==> src/rtl/regbank_ctrl.sv <==
// Write-port controller for a NUM_REGS x WIDTH register bank: arbitrates two requesters
// and runs a clear sweep after reset/clr_all. Define REGBANK_FIXED_PRIO_EN for fixed priority.
module regbank_ctrl #(
  parameter int NUM_REGS = 4,
  parameter int WIDTH    = 8,
  parameter int ADDR_W   = 2
) (
  input  logic                clk_i,
  input  logic                reset_ni,
  input  logic                clr_all_i,
  input  logic                req0_i,
  input  logic                req1_i,
  input  logic [1:0]          op0_i,
  input  logic [1:0]          op1_i,
  input  logic [ADDR_W-1:0]   addr0_i,
  input  logic [ADDR_W-1:0]   addr1_i,
  input  logic [WIDTH-1:0]    data0_i,
  input  logic [WIDTH-1:0]    data1_i,
  output logic                gnt0_o,
  output logic                gnt1_o,
  output logic                busy_o,
  output logic [WIDTH-1:0]    bank_d_o,
  output logic [NUM_REGS-1:0] bank_we_o,
  output logic [NUM_REGS-1:0] bank_set_o,
  output logic [NUM_REGS-1:0] bank_reset_o
);

  localparam int IDX_W = (NUM_REGS > 2) ? $clog2(NUM_REGS) : 1;
  localparam logic [IDX_W-1:0]    IDX_LAST = IDX_W'(NUM_REGS - 1);
  localparam logic [NUM_REGS-1:0] ONE      = NUM_REGS'(1);

  localparam logic [1:0] OP_NOP    = 2'b00;
  localparam logic [1:0] OP_WRITE  = 2'b01;
  localparam logic [1:0] OP_PRESET = 2'b10;
  localparam logic [1:0] OP_CLEAR  = 2'b11;

  typedef enum logic [1:0] {
    ST_START,
    ST_SWEEP,
    ST_IDLE,
    ST_GRANT
  } state_t;

  state_t               state_q;
  logic [IDX_W-1:0]     idx_q;
  logic                 rr_q;
  logic                 gnt0_q, gnt1_q, busy_q;
  logic [WIDTH-1:0]     bank_d_q;
  logic [NUM_REGS-1:0]  bank_we_q, bank_set_q, bank_reset_q;

  logic                 elig0_d, elig1_d, win_valid_d, win1_d, in_range_d;
  logic [1:0]           win_op_d;
  logic [ADDR_W-1:0]    win_addr_d;
  logic [WIDTH-1:0]     win_data_d;
  logic [NUM_REGS-1:0]  win_sel_d;

  // A requester whose grant is high this cycle has just been served; its held
  // request belongs to the transaction already issued.
  always_comb begin
    elig0_d = req0_i && (op0_i != OP_NOP) && !gnt0_q;
    elig1_d = req1_i && (op1_i != OP_NOP) && !gnt1_q;
`ifdef REGBANK_FIXED_PRIO_EN
    win_valid_d = elig0_d || (elig1_d && !(req0_i && (op0_i != OP_NOP)));
    win1_d      = !elig0_d;
`else
    win_valid_d = elig0_d || elig1_d;
    win1_d      = elig1_d && (!elig0_d || rr_q);
`endif
    win_op_d   = win1_d ? op1_i   : op0_i;
    win_addr_d = win1_d ? addr1_i : addr0_i;
    win_data_d = win1_d ? data1_i : data0_i;
    in_range_d = (int'(win_addr_d) < NUM_REGS);
    win_sel_d  = in_range_d ? (ONE << win_addr_d) : '0;
  end

  always_ff @(posedge clk_i) begin
    if (!reset_ni) begin
      state_q      <= ST_START;
      idx_q        <= '0;
      rr_q         <= 1'b0;
      gnt0_q       <= 1'b0;
      gnt1_q       <= 1'b0;
      busy_q       <= 1'b1;
      bank_d_q     <= '0;
      bank_we_q    <= '0;
      bank_set_q   <= '0;
      bank_reset_q <= '0;
    end else begin
      gnt0_q       <= 1'b0;
      gnt1_q       <= 1'b0;
      bank_we_q    <= '0;
      bank_set_q   <= '0;
      bank_reset_q <= '0;
      case (state_q)
        ST_START: begin
          state_q      <= ST_SWEEP;
          idx_q        <= '0;
          busy_q       <= 1'b1;
          bank_reset_q <= ONE;
        end
        ST_SWEEP: begin
          if (idx_q == IDX_LAST) begin
            state_q <= ST_IDLE;
            busy_q  <= 1'b0;
          end else begin
            idx_q        <= idx_q + 1'b1;
            busy_q       <= 1'b1;
            bank_reset_q <= ONE << (idx_q + 1'b1);
          end
        end
        ST_IDLE, ST_GRANT: begin
          if (clr_all_i) begin
            state_q      <= ST_SWEEP;
            idx_q        <= '0;
            busy_q       <= 1'b1;
            bank_reset_q <= ONE;
          end else if (win_valid_d) begin
            state_q <= ST_GRANT;
            busy_q  <= 1'b0;
            rr_q    <= !win1_d;
            gnt0_q  <= !win1_d;
            gnt1_q  <= win1_d;
            case (win_op_d)
              OP_WRITE: begin
                bank_we_q <= win_sel_d;
                if (in_range_d) bank_d_q <= win_data_d;
              end
              OP_PRESET: bank_set_q   <= win_sel_d;
              OP_CLEAR:  bank_reset_q <= win_sel_d;
              default:   ;
            endcase
          end else begin
            state_q <= ST_IDLE;
            busy_q  <= 1'b0;
          end
        end
        default: begin
          state_q <= ST_START;
          busy_q  <= 1'b1;
        end
      endcase
    end
  end

  assign gnt0_o       = gnt0_q;
  assign gnt1_o       = gnt1_q;
  assign busy_o       = busy_q;
  assign bank_d_o     = bank_d_q;
  assign bank_we_o    = bank_we_q;
  assign bank_set_o   = bank_set_q;
  assign bank_reset_o = bank_reset_q;

endmodule

==> config.mk <==
export PLATFORM = sky130hd
export DESIGN_NAME = regbank_ctrl
export DESIGN_NICKNAME = d
export VERILOG_FILES = /design/src/rtl/regbank_ctrl.sv
export SDC_FILE = /design/constraint.sdc
export NUM_CORES = 1
export LEC_CHECK = 0
export BUFFER_PORTS_ARGS = -buffer_cell sky130_fd_sc_hd__buf_2
export CORE_ASPECT_RATIO = 1.2
export CORE_MARGIN = 2
export CORE_UTILIZATION = 50
export CTS_CLUSTER_DIAMETER = 50
export DETAILED_ROUTE_END_ITERATION = 16
export PLACE_DENSITY = 0.86
export SETUP_SLACK_MARGIN = 0.4
export SLEW_MARGIN = 20
export SYNTH_ARGS = -nofsm -noshare
export SYNTH_HDL_FRONTEND = slang
export SYNTH_SLANG_ARGS = --single-unit
==> constraint.sdc <==
create_clock -name clk_i -period 5.1 [get_ports clk_i]
set_input_delay 0.51 -clock clk_i [delete_from_list [all_inputs] [get_ports clk_i]]
set_output_delay 0.51 -clock clk_i [all_outputs]
set_load 0.02 [all_outputs]
==> results.cfg <==
[critical_path]
start_kind = flip-flop
arrival_ns = 2.38
cp.required_ns = 5.36
slowest_stage = a2111oi_4
crit_fanout = 8
reg2reg_from = gnt1_o$_SDFF_PP0_
crit_chain = nor2b_1 -> a32oi_2 -> a2111oi_4 -> mux2i_1
max_stage_delay_ns = 0.74
startpoint = gnt1_o$_SDFF_PP0_
worstSetupPathType = reg2reg
crit_path_end_kind = flip-flop

[final_layout]
layout-drive-gt1-share_pct = 36.2
synthToLayoutAreaGrowth_pct = 24.9
antennaDiodeCount = 0
utilization_pct = 66.4
mostFrequentLayoutCell = buf_2
fin_nets = 234
final_cell_mix = buf_2, dfxtp_1, nand2_1
fillCellCount = 221
finalInstanceArea_sq_um = 1700

[global_routing]
grt_pass1_wl_um = 4660
grt_max_degree = 28
track_usage_pct = 19.1
grt.overflow.total = 0
antenna_found_initial = 0
grt_pass1_vias = 1127

[synth]
yosys_register_bits = 28
synth_top_area_cell = dfxtp_1
yosysSeqAreaShare_pct = 41.3
synth_cell_types = 37
yosys_warnings = 0
netlist_area_sq_um = 1360
syn_nets = 183
synth_top_area_share_pct = 41.3
ys_top_cells_by_area = dfxtp_1, mux2_2, nand2_1, mux2i_1, ha_1
netlist_instances = 149
syn_area_per_cell_sq_um = 9.11

[detailed_routing]
via_count = 1238
vias_per_cell = 5.34
drtIter0Drc = 28
wl_per_cell_um = 13.1
wl_um = 3040
ant_nets = 0
drcViolationCount = 0
firstDrtPassIters = 4

[clocking]
clk_pin_slew_ns = 0.15
clkSinkCount = 28
clk_path_buf_depth = 2
cts_root_buf = clkbuf_4
ctsResizeCount = 0
numCtsBuffers = 3
htreeDepth = 1
clk_latency_ns = 0.32
post_cts_buffers = 0
cts_tree = built
cts_hold_buffers = 0

[placement]
place_congestion = 0.879
io_buffer_count = 51
hpwl_um = 2360
dpl_cell_area_sq_um = 1630

[timing]
clock-skew-final_ns = 0.00370
period_share_pct = 41.6
setup_violations = 0
rsz0062_at_grt = no
slew_headroom_pct = 50.8
fin_crit_ns = 2.12
hold_viol_final = 0
worstMarginPinSlew_ns = 0.738
finalMaxSlewViolations = 0
fmax_mhz = 472
finalSetupTns_ns = 0

[pwr]
combPwrFrac_pct = 13.5
power.switching_uw = 96.6
seq_power_share_pct = 52.8
switching_share_pct = 22.9
internal-power_uw = 326
p_per_area_nw_per_um2 = 249
p_leak_nw = 0.753
worst_ir_drop_vdd_mv = 0.168
power_frac_clock_pct = 33.7

[floorplan]
start_util_pct = 53.2
coreArea_sq_um = 2550
dieWidth_um = 51.6
num_rows = 20
dieHeight_um = 61.1
die_area_sq_um = 3150
io_pins = 52

[outcome]
outcome = finished clean

[worst_hold_path]
hold_start = bank_d_o[5]$_SDFFE_PN0P_
hp-class = reg2reg

[job]
max-cap-violations = 0
==> logic make-up (layout without fill, tap and decap cells) <==
group	after synthesis	in the layout	synth area share (%)
AOI/OAI and AO/OA	27	27	16.8
adders and majority gates	5	5	4.61
buffers and inverters	15	65	4.33
DFF	28	28	41.3
muxes	16	16	12.5
and+or+nand+nor	58	58	20.5
==> power by group through the flow <==
| stage | Clock [mW] | Combinational (mW) | Sequential [mW] |
|---|---|---|---|
| final | 0.142 | 0.0569 | 0.223 |
| after global routing | 0.151 | 0.0624 | 0.223 |
| after CTS | 0.145 | 0.0558 | 0.223 |
| after detailed placement | 0 | 0.0554 | 0.228 |
| after global placement | 0 | 0.0526 | 0.227 |
| after floorplan | 0 | 0.0334 | 0.229 |
==> final timing paths <==
kind,endpoint,slack [ns],cells past startpoint
min reg2reg,bank_d_o[5]$_SDFFE_PN0P_,0.47,2
max reg2reg,bank_d_o[4]$_SDFFE_PN0P_,2.98,4
max,bank_d_o[4]$_SDFFE_PN0P_,2.98,4
min,bank_d_o[5]$_SDFFE_PN0P_,0.47,2
==> critical path: cells and delay by family (launching register included) <==
family,cells,cell delay [ns]
mux,1,0.26
simple gates,1,0.48
flops,1,0.34
compound gates,2,0.98
==> cell type report <==
cell class / count / area (sq um) / share of cell area, %
repair buffers: 51 / 255 / 15.1
well taps: 33 / 41.3 / 2.44
multi-input cells: 106 / 748 / 44.1
inverters: 10 / 37.5 / 2.21
flip-flops and latches: 28 / 561 / 33.1
clock inverters: 1 / 30.0 / 1.77
clock buffers: 3 / 22.5 / 1.33
==> synth_stat cells <==
master     number
mux2_2          8
nand2b_1        2
o311a_1         1
o2111ai_1       1
clkbuf_1        3
o21ai_1         1
or3_2           1
nor2b_1         6
inv_1          10
a21boi_0        1
a31o_2          1
dfxtp_1        28
o22a_1          2
nor2_2          1
o21ai_0         5
ha_1            5
a21oi_1         4
clkbuf_2        1
and2_1          2
nand2_1        23
buf_2           1
nor2_1         10
nor2_4          1
a2111oi_0       2
o311ai_2        1
a2111oi_4       1
a31oi_1         1
nand4_1         1
or2_2           2
a32oi_1         3
or2_1           1
and3_1          1
nor3_1          2
mux2i_1         8
nand3_1         5
o31ai_1         2
a32oi_2         1
==> per-layer routing <==
metal	GRT usage [%]	wire (um)	vias up
li1	-	-	617
met3	3.40	237	2
met2	35.9	1580	56
met4	4.89	23	0
met5	0	0	-
met1	22.6	1200	563
==> metrics by stage <==
| stage | worst slack, ns | cells | total power, mW | hold WS (ns) |
|---|---|---|---|---|
| 3_5_place_dp | 2.70 | 228 | 0.283 | 0.449 |
| 5_1_grt | 2.84 | 232 | 0.437 | 0.495 |
| 6_report | 2.98 | 232 | 0.422 | 0.474 |
| 2_1_floorplan | 3.22 | 149 | 0.263 | 0.479 |
| 4_1_cts | 2.92 | 232 | 0.424 | 0.470 |
| 3_3_place_gp | 2.84 | 228 | 0.280 | 0.442 |
==> state kept, by name, indices dropped and copies added (netlist names) <==
register      flops
busy_o            1
idx_q             2
gnt1_o            1
bank_we_o         4
gnt0_o            1
bank_set_o        4
bank_reset_o      4
rr_q              1
bank_d_o          8
state_q           2
No activity file was read; power rests on OpenSTA's default activity.
